--- src/rtl/hilo_div_unit.sv ---
// Multi-cycle radix-2 restoring divider for DIV/DIVU, producing {HI, LO} = {remainder, quotient}.
// Holds busy_o high to freeze IF/ID/EX until the result is ready.
module hilo_div_unit #(
  parameter int WIDTH = 32
) (
  input  logic               clk,
  input  logic               rst,
  input  logic               start_i,
  input  logic               annul_i,
  input  logic               signed_i,
  input  logic [WIDTH-1:0]   opdata1_i,
  input  logic [WIDTH-1:0]   opdata2_i,
  output logic [2*WIDTH-1:0] result_o,
  output logic               ready_o,
  output logic               busy_o
);

  typedef enum logic [1:0] {IDLE, DIVZERO, RUN, DONE} state_t;

  localparam int CW = $clog2(WIDTH + 1);
  localparam logic [CW-1:0] CNT_LAST = CW'(WIDTH);
  localparam logic [CW-1:0] CNT_ONE  = CW'(1);

  state_t             state_q, state_d;
  logic [CW-1:0]      cnt_q, cnt_d;
  logic [2*WIDTH:0]   work_q, work_d;
  logic [WIDTH-1:0]   divisor_q, divisor_d;
  logic               sign1_q, sign1_d;
  logic               sign2_q, sign2_d;
  logic               ready_q, ready_d;
  logic [2*WIDTH-1:0] result_q, result_d;
  logic [WIDTH:0]     diff;

  function automatic logic [WIDTH-1:0] neg_if(input logic c, input logic [WIDTH-1:0] v);
    return c ? -v : v;
  endfunction

  // The extra top bit keeps the trial-subtract borrow for divisors with the MSB set.
  assign diff = work_q[2*WIDTH:WIDTH] - {1'b0, divisor_q};

  always_ff @(posedge clk) begin
    if (rst) begin
      state_q   <= IDLE;
      cnt_q     <= '0;
      work_q    <= '0;
      divisor_q <= '0;
      sign1_q   <= 1'b0;
      sign2_q   <= 1'b0;
      ready_q   <= 1'b0;
      result_q  <= '0;
    end else begin
      state_q   <= state_d;
      cnt_q     <= cnt_d;
      work_q    <= work_d;
      divisor_q <= divisor_d;
      sign1_q   <= sign1_d;
      sign2_q   <= sign2_d;
      ready_q   <= ready_d;
      result_q  <= result_d;
    end
  end

  always_comb begin
    state_d   = state_q;
    cnt_d     = cnt_q;
    work_d    = work_q;
    divisor_d = divisor_q;
    sign1_d   = sign1_q;
    sign2_d   = sign2_q;
    ready_d   = ready_q;
    result_d  = result_q;
    case (state_q)
      IDLE: begin
        ready_d  = 1'b0;
        result_d = '0;
        if (start_i && !annul_i) begin
          if (opdata2_i == '0) begin
            state_d = DIVZERO;
          end else begin
            state_d   = RUN;
            cnt_d     = '0;
            // Signs are only recorded for DIV, so DIVU never triggers a fix-up negate.
            sign1_d   = signed_i & opdata1_i[WIDTH-1];
            sign2_d   = signed_i & opdata2_i[WIDTH-1];
            work_d    = {{WIDTH{1'b0}}, neg_if(signed_i & opdata1_i[WIDTH-1], opdata1_i), 1'b0};
            divisor_d = neg_if(signed_i & opdata2_i[WIDTH-1], opdata2_i);
          end
        end
      end
      DIVZERO: begin
        state_d  = DONE;
        result_d = '0;
        ready_d  = 1'b1;
      end
      RUN: begin
        if (annul_i) begin
          state_d  = IDLE;
          ready_d  = 1'b0;
          result_d = '0;
        end else if (cnt_q != CNT_LAST) begin
          if (diff[WIDTH]) begin
            work_d = {work_q[2*WIDTH-1:0], 1'b0};
          end else begin
            work_d = {diff[WIDTH-1:0], work_q[WIDTH-1:0], 1'b1};
          end
          cnt_d = cnt_q + CNT_ONE;
        end else begin
          result_d = {neg_if(sign1_q, work_q[2*WIDTH:WIDTH+1]),
                      neg_if(sign1_q ^ sign2_q, work_q[WIDTH-1:0])};
          ready_d  = 1'b1;
          state_d  = DONE;
        end
      end
      DONE: begin
        if (!start_i || annul_i) begin
          state_d  = IDLE;
          ready_d  = 1'b0;
          result_d = '0;
        end
      end
      default: state_d = IDLE;
    endcase
  end

  always_comb begin
    busy_o   = (state_q == RUN) || (state_q == DIVZERO) ||
               ((state_q == IDLE) && start_i && !annul_i);
    ready_o  = ready_q;
    result_o = result_q;
  end

endmodule

--- config.mk ---
export PLATFORM = sky130hd
export DESIGN_NAME = hilo_div_unit
export DESIGN_NICKNAME = d
export VERILOG_FILES = /design/src/rtl/hilo_div_unit.sv
export SDC_FILE = /design/constraint.sdc
export NUM_CORES = 1
export LEC_CHECK = 0
export BUFFER_PORTS_ARGS = -buffer_cell sky130_fd_sc_hd__buf_2
export CAP_MARGIN = 15
export CORE_MARGIN = 2
export CORE_UTILIZATION = 64
export CTS_CLUSTER_DIAMETER = 60
export CTS_CLUSTER_SIZE = 16
export DETAILED_ROUTE_END_ITERATION = 8
export HOLD_SLACK_MARGIN = 0.06
export PLACE_DENSITY = 0.95
export SYNTH_ARGS = -nofsm -noshare
export SYNTH_HDL_FRONTEND = slang
export SYNTH_SLANG_ARGS = --single-unit
export TNS_END_PERCENT = 20
--- constraint.sdc ---
create_clock -name clk -period 9.4 [get_ports clk]
set_input_delay 1.41 -clock clk [delete_from_list [all_inputs] [get_ports clk]]
set_output_delay 1.41 -clock clk [all_outputs]
set_load 0.02 [all_outputs]
==> results.sh, run 1 <==
export IMPL_skew_ns=0.0125
export IMPL_power_frac_seq_pct=31.7
export IMPL_fin_crit_ns=4.67
export IMPL_cts_sinks=172
export IMPL_reg2reg_depth=13
export IMPL_p_sw_share_pct=43.7
export IMPL_synth_top_area_cell="dfxtp_1"
export IMPL_path_delay_family="simple AND/OR/NAND/NOR gates"
export IMPL_worstPathCellList="buf_2 -> or4_1 -> or3_1 -> nor3_1 -> nand4b_1 -> nor4_4 -> o21ai_1 -> and2_1 -> buf_4 -> nor2_2 -> buf_8 -> a32oi_1 -> o21ai_0"
export IMPL_synth_edf_count=0
export IMPL_status="finished clean"
export IMPL_num_antenna_cells=0
export IMPL_cp_arrival_ns=5.03
export IMPL_grt_max_degree=88
export IMPL_p_leak_nw=5.07
export IMPL_worst_pin_slew_ns=1.08
export IMPL_cts_clk_slew_worst_paths_ns=0.07
export IMPL_highest_layer="met4"
export IMPL_ys_seq_elements=172
export IMPL_post_cts_buffers=0
export IMPL_drt_first_iter_violations=1606
export IMPL_grt_overflow_total=0
export IMPL_fin_util_pct=73.4
export IMPL_relSlewSlack_pct=28.0
export IMPL_clockBufferDepth=2
export IMPL_start_kind="input pin"
export IMPL_wl_met1_um=12700
export IMPL_critPathMaxFanout=42
export IMPL_multiInputGateArea_mm2=0.00693
export IMPL_worst_path_buf_inv=3
export IMPL_drc=0
export IMPL_cap_violations=0
export IMPL_cts_root_buf="clkbuf_16"
export IMPL_rsz0062_at_grt="false"
export IMPL_cts_repair_resized=0
export IMPL_final_cell_mix="172 x dfxtp_1, 168 x nand2_1, 159 x nor2_1"
export IMPL_layout_area_seq_mm2=0.00344
export IMPL_hold_viol=0
export IMPL_p_int_mw=1.67
export IMPL_max_stage_delay_ns=0.55
export IMPL_fin_crit_sh_pct=49.6
export IMPL_postSynthAreaPerCell_um2=7.52
export IMPL_ys_types=62
export IMPL_final_setup_tns_ns=0
export IMPL_synthArstFlopShare_pct=0
export IMPL_final_nets=1643
export IMPL_routed_wl_um=31400
export IMPL_wl_per_cell_um=17.8
export IMPL_viasPerCell=6.43
export IMPL_wl_met2_um=14400
export IMPL_cp_required_ns=9.76
export IMPL_r2r_start="work_q[32]$_SDFFE_PP0P_"
export IMPL_die_area_mm2=0.0182
export IMPL_synth_flop_cell="dfxtp_1"
export IMPL_final_common_cell="dfxtp_1"
export IMPL_rrSetupSlack_ns=4.82
export IMPL_core_mm2=0.0166
export IMPL_holdPathEnd="result_o[62]$_SDFFE_PP0P_"
export IMPL_dr_pass1_iters=6
export IMPL_fillers=1198
export IMPL_antenna_found_initial=0
export IMPL_synth_nets=1567
export IMPL_die_h_um=135
export IMPL_drive_gt1_share_pct=12.6
export IMPL_p_comb_share_pct=45.4
export IMPL_htreeDepth=4
export IMPL_via_count=11300
export IMPL_holdPathStages=2
export IMPL_p_sw_mw=1.30
export IMPL_crit_reg2reg_capture="work_q[48]$_SDFFE_PP0P_"
export IMPL_track_usage_pct=34.4
export IMPL_syn2layout_area_growth_pct=11.7
export IMPL_ctsHoldBuffers=0
export IMPL_synthCells=1454
export IMPL_synth_top_area_share_pct=31.5
export IMPL_grt_pass1_wl_um=50700
export IMPL_finalSetupViolations=0
export IMPL_grt_pass1_vias=10300
export IMPL_worstSkewPairLatency_ns=0.44
export IMPL_fmax_ghz=0.214
export IMPL_gp_congestion=0.952
export IMPL_power_density_mw_per_mm2=243
export IMPL_wl_met3_um=3130
export IMPL_hold_class="reg -> reg"
export IMPL_crit_path_end_kind="register"
export IMPL_slew_violations=0
export IMPL_worst_path_stages=13
export IMPL_numCtsBuffers=17
export IMPL_power_frac_clock_pct=22.9
export IMPL_yosysSeqAreaShare_pct=31.5
export IMPL_port_buffers=134
export IMPL_die_w_um=135
export IMPL_vdd_drop_max_mv=0.230
export IMPL_syn_area_mm2=0.0109
export IMPL_fp_row_count=47
export IMPL_pin_count=135
export IMPL_post_dp_hpwl_um=22000
export IMPL_cts_tree="done"
export IMPL_hp_start="result_o[62]$_SDFFE_PP0P_"
export IMPL_worstSetupPathType="in -> reg"
export IMPL_start_util_pct=65.7
export IMPL_yosys_top_cells_area="dfxtp_1 31%, xor2_1 6.4%, nand2_1 5.8%, xnor2_1 5.7%, nor2_1 5.5%"
export IMPL_ant_nets=0
export IMPL_ys_warn_count=0
export IMPL_slowest_stage="or4_1"
## power by group through the flow
stage	clock [mW]	combinational (mW)	sequential, mW
after CTS	0.676	1.31	0.933
after detailed placement	0	1.28	0.946
final	0.678	1.35	0.942
after floorplan	0	1.02	0.908
after global placement	0	1.23	0.941
after global routing	0.703	1.48	0.947
## worst max path at each step
stage                              from                 endpoint
after floorplan           opdata2_i[14]   work_q[4]$_SDFFE_PP0P_
after global placement     opdata2_i[0]  work_q[35]$_SDFFE_PP0P_
after detailed placement   opdata2_i[0]  work_q[60]$_SDFFE_PP0P_
after CTS                  opdata2_i[0]  work_q[35]$_SDFFE_PP0P_
after global routing       opdata2_i[0]  work_q[60]$_SDFFE_PP0P_
final                     opdata2_i[14]  work_q[60]$_SDFFE_PP0P_
## Yosys cell counts (3+ instances only)
master / count
nor2b_1: 6
o41ai_1: 13
xor2_1: 80
mux2i_1: 8
nand3_1: 65
nand2_1: 168
nand4_1: 14
o2111ai_1: 3
or3_1: 10
xnor2_1: 71
o31ai_1: 19
clkbuf_1: 78
nor3_1: 40
nor3b_1: 6
nor4_1: 11
inv_1: 60
ha_1: 43
a32oi_1: 10
o21ai_0: 94
and3_1: 8
a21oi_1: 112
buf_2: 10
o21ai_1: 6
dfxtp_1: 172
o211ai_1: 6
a22oi_1: 35
o21a_1: 5
nand3b_1: 3
or4_1: 10
a211o_1: 4
or4_4: 3
a31oi_1: 11
a211oi_1: 40
a21o_1: 12
o21bai_1: 7
and2_1: 6
nand2b_1: 16
nor2_1: 161
## final cells by class
cell class,count,area share (%)
flip-flops and latches,172,28.2
clock inverters,11,0.891
multi-input cells,1131,56.7
well taps,220,2.25
repair buffers,148,6.43
inverters,60,1.84
clock buffers,21,3.69
## state kept, by name, summed over array words and instances, names as in the netlist
signal and flops:
result_o 64, cnt_q 6, state_q 2, ready_o 1
divisor_q 32, sign1_q 1, sign2_q 1, work_q 65
## per-stage QoR
stage	instances	power [mW]	hold slack, ns	worst slack (ns)	cell area [um2]
3_5_place_dp	1729	2.22	0.445	4.03	11600
5_1_grt	1763	3.13	0.468	4.47	12200
6_report	1763	2.97	0.453	4.73	12200
4_1_cts	1761	2.92	0.456	4.42	12200
2_1_floorplan	1454	1.92	0.450	5.42	10900
3_3_place_gp	1729	2.17	0.432	4.19	11600
## logic make-up (layout without fill, tap and decap cells)
family / count (synthesis) / after routing / synth area share, %
AND/OR/NAND/NOR: 541 / 541 / 23.0
AO/OA/AOI/OAI: 387 / 387 / 22.1
flip-flops: 172 / 172 / 31.5
XOR/XNOR: 151 / 151 / 12.1
buffers and inverters: 151 / 240 / 5.40
adder cells (fa/ha/maj): 44 / 44 / 5.10
multiplexers: 8 / 8 / 0.732
## routing by layer
metal  track usage (%)  vias up
met4              12.3        0
met3              4.92      108
met2              55.3      687
met1              47.3     5269
met5                 0        -
li1                  -     5275
## tightest hold or removal path, cell delays in order (launching register included)
cell,delay (ns)
dfxtp_1,0.31
nand2_1,0.05
o21ai_1,0.05
Power figures use the tool's default switching activity.
==> run 2, diff against run 1 <==
CORE_UTILIZATION = 54   (was 64)
PLACE_DENSITY = 0.86   (was 0.95)
clock period = 4.1 ns   (was 9.4 ns; I/O delays follow)
==> results.sh, run 2 (synthesis results as in run 1) <==
export IMPL_status="finished clean"
export IMPL_worstSetupPathType="reg -> reg"
export IMPL_fin_cells=1821
export IMPL_cp_required_ns=4.42
export IMPL_cts_clk_slew_worst_paths_ns=0.07
export IMPL_track_usage_pct=27.0
export IMPL_fmax_ghz=0.268
export IMPL_power_density_mw_per_mm2=550
export IMPL_numCtsBuffers=17
export IMPL_p_sw_mw=2.94
export IMPL_hold_class="reg -> reg"
export IMPL_gp_congestion=0.951
export IMPL_holdPathStages=2
export IMPL_grt_overflow_total=0
export IMPL_syn2layout_area_growth_pct=13.2
export IMPL_htreeDepth=4
export IMPL_worstSkewPairLatency_ns=0.44
export IMPL_hp_start="result_o[63]$_SDFFE_PP0P_"
export IMPL_grt_max_degree=78
export IMPL_cap_violations=0
export IMPL_ctsHoldBuffers=0
export IMPL_skew_ns=0.00967
export IMPL_relSlewSlack_pct=21.2
export IMPL_num_antenna_cells=0
export IMPL_drive_gt1_share_pct=13.3
export IMPL_fin_crit_sh_pct=91.1
export IMPL_hold_viol=0
export IMPL_wl_per_cell_um=16.3
export IMPL_dpl_cell_count=1789
export IMPL_start_kind="register"
export IMPL_p_comb_share_pct=44.8
export IMPL_ant_nets=0
export IMPL_clockBufferDepth=2
export IMPL_place_area_mm2=0.0118
export IMPL_port_buffers=134
export IMPL_pin_count=135
export IMPL_p_leak_nw=5.13
export IMPL_fillers=1734
export IMPL_cts_repair_resized=0
export IMPL_final_setup_tns_ns=0
export IMPL_p_int_mw=3.88
export IMPL_r2r_start="work_q[32]$_SDFFE_PP0P_"
export IMPL_pre_cts_ws_ns=0.316
export IMPL_final_nets=1651
export IMPL_via_count=10800
export IMPL_slew_violations=0
export IMPL_largest_register_ffs=65
export IMPL_finalSetupViolations=0
export IMPL_cp_arrival_ns=4.05
export IMPL_viasPerCell=5.93
export IMPL_rsz0062_at_grt="false"
export IMPL_power_frac_clock_pct=23.7
export IMPL_final_common_cell="dfxtp_1"
export IMPL_die_h_um=146
export IMPL_crit_path_end_kind="register"
export IMPL_critPathMaxFanout=8
export IMPL_p_sw_share_pct=43.1
export IMPL_cts_root_buf="clkbuf_16"
export IMPL_core_mm2=0.0200
export IMPL_routed_wl_um=29600
export IMPL_post_dp_hpwl_um=21900
export IMPL_layout_setup_ws_ns=0.364
export IMPL_drc=0
export IMPL_reg2reg_depth=13
export IMPL_worst_pin_slew_ns=1.18
export IMPL_fin_crit_ns=3.74
export IMPL_cts_tree="done"
export IMPL_regMostFlops="work_q"
export IMPL_final_cell_mix="172 x dfxtp_1, 168 x nand2_1, 159 x nor2_1"
export IMPL_power_frac_seq_pct=31.4
export IMPL_vdd_drop_max_mv=0.317
export IMPL_post_cts_buffers=0
export IMPL_grt_pass1_wl_um=47800
export IMPL_fp_row_count=52
export IMPL_drt_first_iter_violations=975
export IMPL_antenna_found_initial=0
export IMPL_start_util_pct=54.6
export IMPL_crit_reg2reg_capture="work_q[58]$_SDFFE_PP0P_"
export IMPL_worst_hold_slack_ns=0.447
export IMPL_final_cell_area_mm2=0.0124
export IMPL_die_area_mm2=0.0214
export IMPL_grt_pass1_vias=9559
export IMPL_holdPathEnd="result_o[63]$_SDFFE_PP0P_"
export IMPL_dr_pass1_iters=5
export IMPL_rrSetupSlack_ns=0.36
export IMPL_die_w_um=146
export IMPL_cts_sinks=172
==> run 2: final cells by class <==
type / count / area [um2] / share of cell area, %
multi-input cells: 1131 / 6930 / 56.0
flip-flops and latches: 172 / 3440 / 27.8
repair buffers: 156 / 851 / 6.87
clock buffers: 18 / 439 / 3.55
well taps: 270 / 338 / 2.73
inverters: 60 / 225 / 1.82
clock inverters: 14 / 156 / 1.26
==> run 2: worst max path at each step <==
stage	start	slack (ns)	end	cells past startpoint
3_3_place_gp	work_q[32]$_SDFFE_PP0P_	0.43	work_q[58]$_SDFFE_PP0P_	13
2_1_floorplan	work_q[32]$_SDFFE_PP0P_	0.84	work_q[54]$_SDFFE_PP0P_	15
5_1_grt	work_q[33]$_SDFFE_PP0P_	0.009	work_q[58]$_SDFFE_PP0P_	12
3_5_place_dp	work_q[32]$_SDFFE_PP0P_	0.32	work_q[58]$_SDFFE_PP0P_	13
6_report	work_q[32]$_SDFFE_PP0P_	0.36	work_q[58]$_SDFFE_PP0P_	13
4_1_cts	work_q[32]$_SDFFE_PP0P_	0.30	work_q[58]$_SDFFE_PP0P_	13
==> run 2: power by group through the flow <==
stage | Clock (mW) | Combinational, mW | Sequential (mW)
after floorplan | 0 | 2.33 | 2.08
after global placement | 0 | 2.90 | 2.15
after detailed placement | 0 | 2.96 | 2.17
after CTS | 1.62 | 3.00 | 2.13
after global routing | 1.69 | 3.38 | 2.16
final | 1.62 | 3.06 | 2.14
==> run 2: per-layer routing <==
| layer | global-route usage [%] | vias to the layer above | wire length, um |
|---|---|---|---|
| met4 | 9.95 | 0 | 835 |
| met3 | 4.47 | 68 | 2260 |
| met2 | 41.0 | 448 | 13100 |
| met5 | 0 | - | 0 |
| met1 | 38.6 | 4991 | 13500 |
| li1 | - | 5295 | - |
==> run 2: metrics by stage <==
stage | total power, mW | utilization (%)
3_5_place_dp | 5.13 | 58.8
3_3_place_gp | 5.05 | 58.8
6_report | 6.82 | 61.8
2_1_floorplan | 4.41 | -
4_1_cts | 6.75 | 61.8
5_1_grt | 7.24 | 61.8
==> run 2: critical path: stages (launching register included) <==
cell and delay (ns):
dfxtp_1 0.31, inv_1 0.06, ha_1 0.23, fa_1 0.40, nand2b_1 0.20, a21oi_1 0.19, o41a_1 0.27, a211oi_1 0.13
o21ai_0 0.27, nand4_1 0.25, or4_1 0.47, and3_1 0.29, a2111oi_1 0.45, o31ai_1 0.10
